File: src/rtl/router_dest_reader.sv
// Destination-side reader for one router output port.
// Pops the port FIFO, rebuilds header/payload/parity, checks parity and
// reports per-packet status and running packet/error counts.
module router_dest_reader #(
    parameter int WAIT_CYCLES = 4,
    parameter int CNT_W       = 8
) (
    input  logic             clock,
    input  logic             reset,
    input  logic             vld_out,
    input  logic [7:0]       data_out,
    input  logic             soft_reset,
    output logic             read_enb,
    output logic             busy,
    output logic             pkt_done,
    output logic             parity_err,
    output logic             pkt_abort,
    output logic [1:0]       pkt_addr,
    output logic [5:0]       pkt_len,
    output logic [CNT_W-1:0] pkt_count,
    output logic [CNT_W-1:0] err_count
);

    localparam logic [2:0] IDLE    = 3'd0;
    localparam logic [2:0] WAIT    = 3'd1;
    localparam logic [2:0] HDR_RD  = 3'd2;
    localparam logic [2:0] HDR_CAP = 3'd3;
    localparam logic [2:0] BODY    = 3'd4;
    localparam logic [2:0] DONE    = 3'd5;

    // With no settle time the header read follows IDLE directly, which keeps
    // the vld_out-to-first-read latency at WAIT_CYCLES+1 for every setting.
    localparam logic [2:0] START_ST = (WAIT_CYCLES == 0) ? HDR_RD : WAIT;

    logic [2:0] state, state_nxt;
    logic [4:0] wait_cnt;
    logic [6:0] remaining;   // reads still to issue (payload + parity)
    logic [5:0] cap_cnt;     // payload bytes captured so far
    logic [7:0] acc;         // running XOR of header and payload
    logic       rd_q;        // data_out holds a popped byte this cycle
    logic       in_pkt;
    logic       kill;
    logic       last_cap;

    assign in_pkt   = state inside {WAIT, HDR_RD, HDR_CAP, BODY};
    assign kill     = soft_reset && in_pkt;
    assign busy     = (state != IDLE);
    assign last_cap = (state == BODY) && rd_q && (cap_cnt == pkt_len);

    // FIFO pop request; soft_reset gates it in the same cycle
    always_comb begin
        read_enb = 1'b0;
        if (!soft_reset) begin
            case (state)
                HDR_RD:  read_enb = 1'b1;
                BODY:    read_enb = vld_out && (remaining != 7'd0);
                default: read_enb = 1'b0;
            endcase
        end
    end

    // Next-state selection; an in-flight soft_reset overrides everything
    always_comb begin
        state_nxt = state;
        case (state)
            IDLE:    if (vld_out) state_nxt = START_ST;
            WAIT:    if (!vld_out) state_nxt = IDLE;
                     else if (wait_cnt == 5'd1) state_nxt = HDR_RD;
            HDR_RD:  state_nxt = HDR_CAP;
            HDR_CAP: state_nxt = BODY;
            BODY:    if (last_cap) state_nxt = DONE;
            DONE:    state_nxt = IDLE;
            default: state_nxt = IDLE;
        endcase
        if (kill) state_nxt = IDLE;
    end

    // State register
    always_ff @(posedge clock or posedge reset) begin
        if (reset) state <= IDLE;
        else       state <= state_nxt;
    end

    // Packet datapath, status pulses and counters
    always_ff @(posedge clock or posedge reset) begin
        if (reset) begin
            wait_cnt   <= '0;
            remaining  <= '0;
            cap_cnt    <= '0;
            acc        <= '0;
            rd_q       <= 1'b0;
            pkt_done   <= 1'b0;
            parity_err <= 1'b0;
            pkt_abort  <= 1'b0;
            pkt_addr   <= '0;
            pkt_len    <= '0;
            pkt_count  <= '0;
            err_count  <= '0;
        end else begin
            rd_q       <= read_enb;
            pkt_done   <= 1'b0;
            parity_err <= 1'b0;
            pkt_abort  <= 1'b0;
            if (kill) begin
                pkt_abort <= 1'b1;
                acc       <= '0;
                cap_cnt   <= '0;
                remaining <= '0;
            end else begin
                case (state)
                    IDLE: wait_cnt <= 5'(WAIT_CYCLES);
                    WAIT: if (vld_out) wait_cnt <= wait_cnt - 5'd1;
                    HDR_CAP: begin
                        pkt_addr  <= data_out[1:0];
                        pkt_len   <= data_out[7:2];
                        acc       <= data_out;
                        cap_cnt   <= '0;
                        remaining <= {1'b0, data_out[7:2]} + 7'd1;
                    end
                    BODY: begin
                        if (read_enb) remaining <= remaining - 7'd1;
                        if (rd_q) begin
                            if (cap_cnt == pkt_len) begin
                                // parity byte: compared, never folded in
                                pkt_done   <= 1'b1;
                                parity_err <= (data_out != acc);
                                acc        <= '0;
                            end else begin
                                acc     <= acc ^ data_out;
                                cap_cnt <= cap_cnt + 6'd1;
                            end
                        end
                    end
                    DONE: begin
                        pkt_count <= pkt_count + 1'b1;
                        if (parity_err && (err_count != '1))
                            err_count <= err_count + 1'b1;
                        cap_cnt <= '0;
                    end
                    default: ;
                endcase
            end
        end
    end

endmodule

File: config.mk
export PLATFORM = sky130hd
export DESIGN_NAME = router_dest_reader
export DESIGN_NICKNAME = d
export VERILOG_FILES = /design/src/rtl/router_dest_reader.sv
export SDC_FILE = /design/constraint.sdc
export NUM_CORES = 1
export LEC_CHECK = 0
export CAP_MARGIN = 20
export CORE_ASPECT_RATIO = 0.6
export CORE_MARGIN = 3
export CORE_UTILIZATION = 45
export CTS_CLUSTER_SIZE = 20
export DETAILED_ROUTE_END_ITERATION = 7
export PLACE_DENSITY = 0.67
export SLEW_MARGIN = 20
export SYNTH_ARGS = -nofsm -noshare
export SYNTH_HDL_FRONTEND = slang
export SYNTH_SLANG_ARGS = --single-unit
File: constraint.sdc
create_clock -name clock -period 2.3 [get_ports clock]
set_input_delay 0.345 -clock clock [delete_from_list [all_inputs] [get_ports clock]]
set_output_delay 0.345 -clock clock [all_outputs]
set_load 0.02 [all_outputs]
==> results.toml <==
[status]
status = "finished clean"

[critical_path]
path_depth = 7
start_kind = "register"
r2r_start = "state[2]"
path_class = "reg2out"
critPathLaunch = "remaining[1]"
max_stage_delay_ns = 0.34
crit_buf_inv = 2
cpLargestDelayFamily = "simple AND/OR/NAND/NOR gates"
r2r_slack_ns = 0.19
r2r_cells = 6
crit_path_end_kind = "output port"
crit_chain = "inv_1, ha_1, nand3_1, nand3_1, mux2_2, nor3_2, buf_2"
crit_top_cell = "nand3_1"
worst_path_max_delay_cell = "dfrtp_1"
worstPathArrival_ns = 1.80
path_max_fanout = 3
critPathRequiredTime_ns = 1.96

[synthesis]
synthArstFlopShare_pct = 100
syn_inst = 323
ys.flop_type = "dfrtp_1"
synth.distinct_cells = 54
ys.warnings.count = 0
synth_edf_count = 0
seq_area_frac_synth_pct = 45.4
netlist_area_um2 = 3140
yosys_register_bits = 57
avgSynthCellArea_um2 = 9.73
syn_nets = 343

[cells_and_area]
layout.cells.non_filler = 480
layout_commonest_cell = "dfrtp_1"
post-route-util_pct = 63.8
fin_area_um2 = 4110
antennaDiodeCount = 0
drive_gt1_share_pct = 16.9
final_nets = 412
final_cell_mix = "57 x dfrtp_1, 38 x clkdlybuf4s50_1, 36 x nand2_1"
area_growth_syn_to_layout_pct = 30.7

[global_routing]
grt_pass1_wl_mm = 13.3
grt_pass1_vias = 2521
grt_antenna_before_repair = 0
grt_max_degree = 41
grt_usage_pct = 21.2
globalRouteOverflowTotal = 0

[floorplanning]
io_pins = 41
num_rows = 22
start_util_pct = 48.8
die_w_um = 114
core_area_um2 = 6440
die-height_um = 70.7
dieArea_um2 = 8060

[routing]
ant_nets = 0
vias = 2660
drt_iter0_markers = 194
drc = 0
wirelength_mm = 7.95
detail_route.wl_per_cell_um = 16.6
via_per_inst = 5.54
firstDrtPassIters = 7

[timing]
worst_pin_slew_ns = 0.457
rsz0062_at_grt = "false"
min_period_ns = 2.14
relSlewSlack_pct = 69.1
fin_skew_ns = 0.00943
drv_slew = 0
hold_viol = 0
max_freq_mhz = 467
setup-violations-final = 0
fin_crit_sh_pct = 93.2

[power_and_ir_drop]
peakVddDrop_mv = 0.531
seq_power_share_pct = 38.1
cellPowerDensity_nw_per_um2 = 785
fin_total_pwr_mw = 3.23
power_leakage_nw = 1.91
power.clock.fraction_pct = 36.5
swShare_pct = 30.4
combPwrFrac_pct = 25.4
power_switching_uw = 980
intPower_mw = 2.25

[clock_network]
cts_setup_buffers = 0
cts.sinks = 57
cts.clk_slew.worst_paths_ns = 0.05
cts_hold_buffers = 0
cts_buffer_depth = 2
insertion_delay_ns = 0.33
cts-resized-gates = 6
cts_tree = "done"
numCtsBuffers = 9
cts_root_buf = "clkbuf_16"
htree_levels = 3

[job]
cap_violations = 0

[placed_design]
portBuffers = 40
placed_cell_area_um2 = 3850
globalplace.congestion = 0.847
dpl.hpwl_mm = 5.93
dp.cells = 465

[min_path]
hold_class = "in2async"
[worst reg2reg max path, cell delays in order (launching register included)]
cell     delay (ns)
dfrtp_1        0.50
buf_4          0.20
or3b_1         0.44
a311o_1        0.37
nand2_2        0.17
o21ai_1        0.09
a22o_1         0.24
[flip-flops by register name, summed over array words and instances (netlist names)]
register,count
wait_cnt,5
cap_cnt,6
err_count,8
pkt_count,8
rd_q,1
pkt_addr,2
pkt_abort,1
parity_err,1
pkt_done,1
remaining,7
acc,8
pkt_len,6
state,3
[stage by stage]
stage               setup slack (ns)  setup TNS, ns  hold slack, ns
floorplan                      0.406              0           0.465
global placement             -0.0315        -0.0315           0.463
detailed placement           -0.0796        -0.0796           0.476
CTS                           0.0799              0           0.341
global route                  0.0308              0           0.374
finish                         0.157              0           0.336
[per-layer routing]
metal	share of wire, %	track usage [%]
met5	0	0
met1	54	33.7
met4	1.1	6.19
met2	39	27.3
met3	5.7	5.90
[area by class of cell]
type	count	area (um2)
Tap cell	84	105
Sequential cell	57	1430
Fill cell	552	2330
Inverter	14	52.6
Clock buffer	11	243
Clock inverter	4	20.0
Timing Repair Buffer	72	647
Multi-Input combinational cell	238	1610
[synth_stat cells (8+ instances only)]
cell type  number  area share [%]
nand2_1        36             4.3
o31ai_1         9             2.1
mux2_2         10             3.6
xnor2_1        11             3.1
inv_1          14             1.7
dfrtp_1        57              45
o21ai_0        14             2.2
ha_1            8             3.2
xor2_1         25             7.0
nor2_1         18             2.1
nor3_1          8             1.3
nand3_1        18             2.9
[cell families after synthesis]
kind of cell	after synthesis	share of synthesized area [%]
buffers and inverters	28	3.58
AOI/OAI and AO/OA	68	15.2
muxes	12	4.22
and+or+nand+nor	113	18.0
DFF	57	45.4
xor gates and xnor gates	36	10.0
adders and majority gates	9	3.50
[power by group through the flow]
| stage | combinational, mW | clock [mW] | sequential [mW] |
|---|---|---|---|
| after floorplan | 0.422 | 0 | 1.26 |
| after global placement | 0.791 | 0 | 1.24 |
| after detailed placement | 0.819 | 0 | 1.24 |
| after CTS | 0.820 | 1.20 | 1.23 |
| final | 0.820 | 1.18 | 1.23 |
| after global routing | 0.906 | 1.25 | 1.25 |
[final timing paths]
check	endpoint
min in group clock	pkt_count[7]
worst max register to register	remaining[3]
worst max-delay path	read_enb
worst min register to register	pkt_count[7]
worst min-delay path	pkt_len[5]
max in group asynchronous	remaining[0]
Power figures use the tool's default switching activity.
==> RTL edit (same settings) <==
Make the reset (`reset`) synchronous in 2 clocked blocks.
--- a/src/rtl/router_dest_reader.sv
+++ b/src/rtl/router_dest_reader.sv
@@ -77,5 +77,5 @@
 
     // State register
-    always_ff @(posedge clock or posedge reset) begin
+    always_ff @(posedge clock) begin
         if (reset) state <= IDLE;
         else       state <= state_nxt;
@@ -83,5 +83,5 @@
 
     // Packet datapath, status pulses and counters
-    always_ff @(posedge clock or posedge reset) begin
+    always_ff @(posedge clock) begin
         if (reset) begin
             wait_cnt   <= '0;
Behaviour: differs if reset is asserted again (counterexample within 4 cycles, from zero or initial values and one cycle with reset high); with reset held inactive, the same outputs for 10 cycles.
==> RTL edit against the unedited design <==
Register-to-register slack worse by 150 ps. The flow now finishes with violations (negative setup slack). Sequential cell count unchanged. Critical endpoint unchanged. Cell area down 3.3%. Non-clock buffer count up 10. Area after synthesis down 4.2%. Routed wire length down 0.49%. Fmax down 14%. Sequential share of layout area down 5.9 points. Highest routed layer unchanged. Setup slack worse by 350 ps.
Power is not compared: it rests on default switching activity, and its combinational part moved more than twofold at a synthesized area within 25%.
==> RTL edit: results (changes against the unedited design) <==
Outcome
  – Status: complete, but fails checks
  – Failing checks: negative setup slack

Worst setup path
  – Slowest CP cell: or4_4
  – Cell family with most CP delay: simple AND/OR/NAND/NOR gates
  – CP peak stage delay: 470 ps (+130 ps)
  – CP Max Fanout: 2 (-1)

Synth
  – Post-Synth XOR/XNOR Area: 0.105 (+0.00442)
  – Post-synth top cells: dfxtp_1 (57), nor2_1 (33), nand2_1 (28)
  – Yosys top cell by area: dfxtp_1
  – Post-synthesis adder-cell area fraction: 0.0291 (-0.00594)
  – Post-synthesis sequential area ratio: 0.379 (-0.0748)
  – Distinct cell type count of the synthesized netlist: 52 (-3.7%)
  – Synth top area cells: dfxtp_1 (38%), xor2_1 (6.4%), nor2_1 (4.1%), xnor2_1 (4.1%), a21oi_1 (3.7%)
  – Mux cell area share after synthesis: 0.00665 (-0.0355)
  – Syn nets: 375 (+9.3%)
  – Post-synth ARST share: 0 (-1.00)
  – Post-synthesis compound-gate area fraction: 0.199 (+0.0462)
  – Syn Area/Cell: 8.46 um^2 (-13%)

Routing
  – Total iterations of the first detailed-routing run: 5 (-2)
  – Starting DRC count in detailed routing: 180 (-7.2%)
  – Met2 routed WL: 3440 um (+9.9%)
  – Vias: 2,818 (+5.9%)
  – Avg WL per Cell: 15.5 um (-6.3%)
  – Met1 Wirelength: 4000 um (-6.4%)
  – Met3 WL: 401 um (-12%)

Layout
  – Count of non-CTS inverters in the layout: 8 (-6)
  – Non-clk bufs: 82 (+14%)
  – Seq_cells: 57 (unchanged)
  – Multi-input logic area: 1770 um^2 (+9.5%)
  – # fillers: 546 (-1.1%)
  – Layout cells sized above 1: 0.169 (-0.000178)
  – Final Non-Filler Cells: 510 (+6.3%)
  – ClkCell Share: 0.0431 (-0.0208)
  – Buffering overhead: 0.190 (+0.0324)
  – #MultiIn Comb: 267 (+12%)
  – Area Growth Syn to Fin: 32.0%
  – Final net count: 444 (+7.8%)

Global route
  – Largest net degree at the start of global routing: 25 (-39%)
  – Met3 Use GR: 0.0689 (+0.00990)
  – Vias in the first global route: 2,740 (+8.7%)
  – Total track usage: 0.214 (+0.00249)
  – GR Layer Usage met1: 0.297 (-0.0397)

STA
  – Skew final: 6.05 ps (-3.38 ps)
  – Setup WS post-layout: -195 ps (-353 ps)
  – Total Neg Setup Slack: -195 ps (-195 ps)
  – Setup violators final: 1 (+1)
  – Slew headroom: 0.606 (-0.0853)

Worst hold path
  – Hold/Removal Path Class: register to register

Place
  – Routability cong.: 0.853 (+0.61%)
  – Dpl ws: -281 ps (-202 ps)
  – Cell count after placement: 480 (+3.2%)
  – Placement-stage cell area: 3590 um^2 (-6.8%)
  – Post-detail-place hpwl: 5420 um (-8.6%)

Clock tree
  – Clk Tree Root Cell: clkbuf_8
  – Setup Buffers After CTS: 18 (+18)
  – CTS Buf Count: 9 (unchanged)

Pwr
  – Total power draw: roughly 0.002 W
-- RTL edit: changes by cell type in the layout (fill, tap and decap cells not counted), moves of 7 or more --
cell       unedited run  this run
dfrtp_1              57         0
dfxtp_1               0        55
o21ai_0              14        22
nand2_1              36        28
buf_6                 0         8
nor2_1               18        33
a21oi_1               2        22
mux2_2               10         0
a32o_1                1         8
clkbuf_16             9         0
inv_1                13         6
nand3_1              18         8
clkbuf_8              1        10
-- RTL edit: path summary, 6_finish.rpt --
check / startpoint / end / slack [ps] / cells after the start
min reg2reg: pkt_addr[0]$_SDFFE_PP0P_ / pkt_addr[0]$_SDFFE_PP0P_ / 480 / 2
max reg2reg: remaining[0]$_SDFFE_PP0P_ / remaining[1]$_SDFFE_PP0P_ / 40 / 9
max: remaining[0]$_SDFFE_PP0P_ / read_enb / -200 / 7
min: pkt_addr[0]$_SDFFE_PP0P_ / pkt_addr[0]$_SDFFE_PP0P_ / 480 / 2
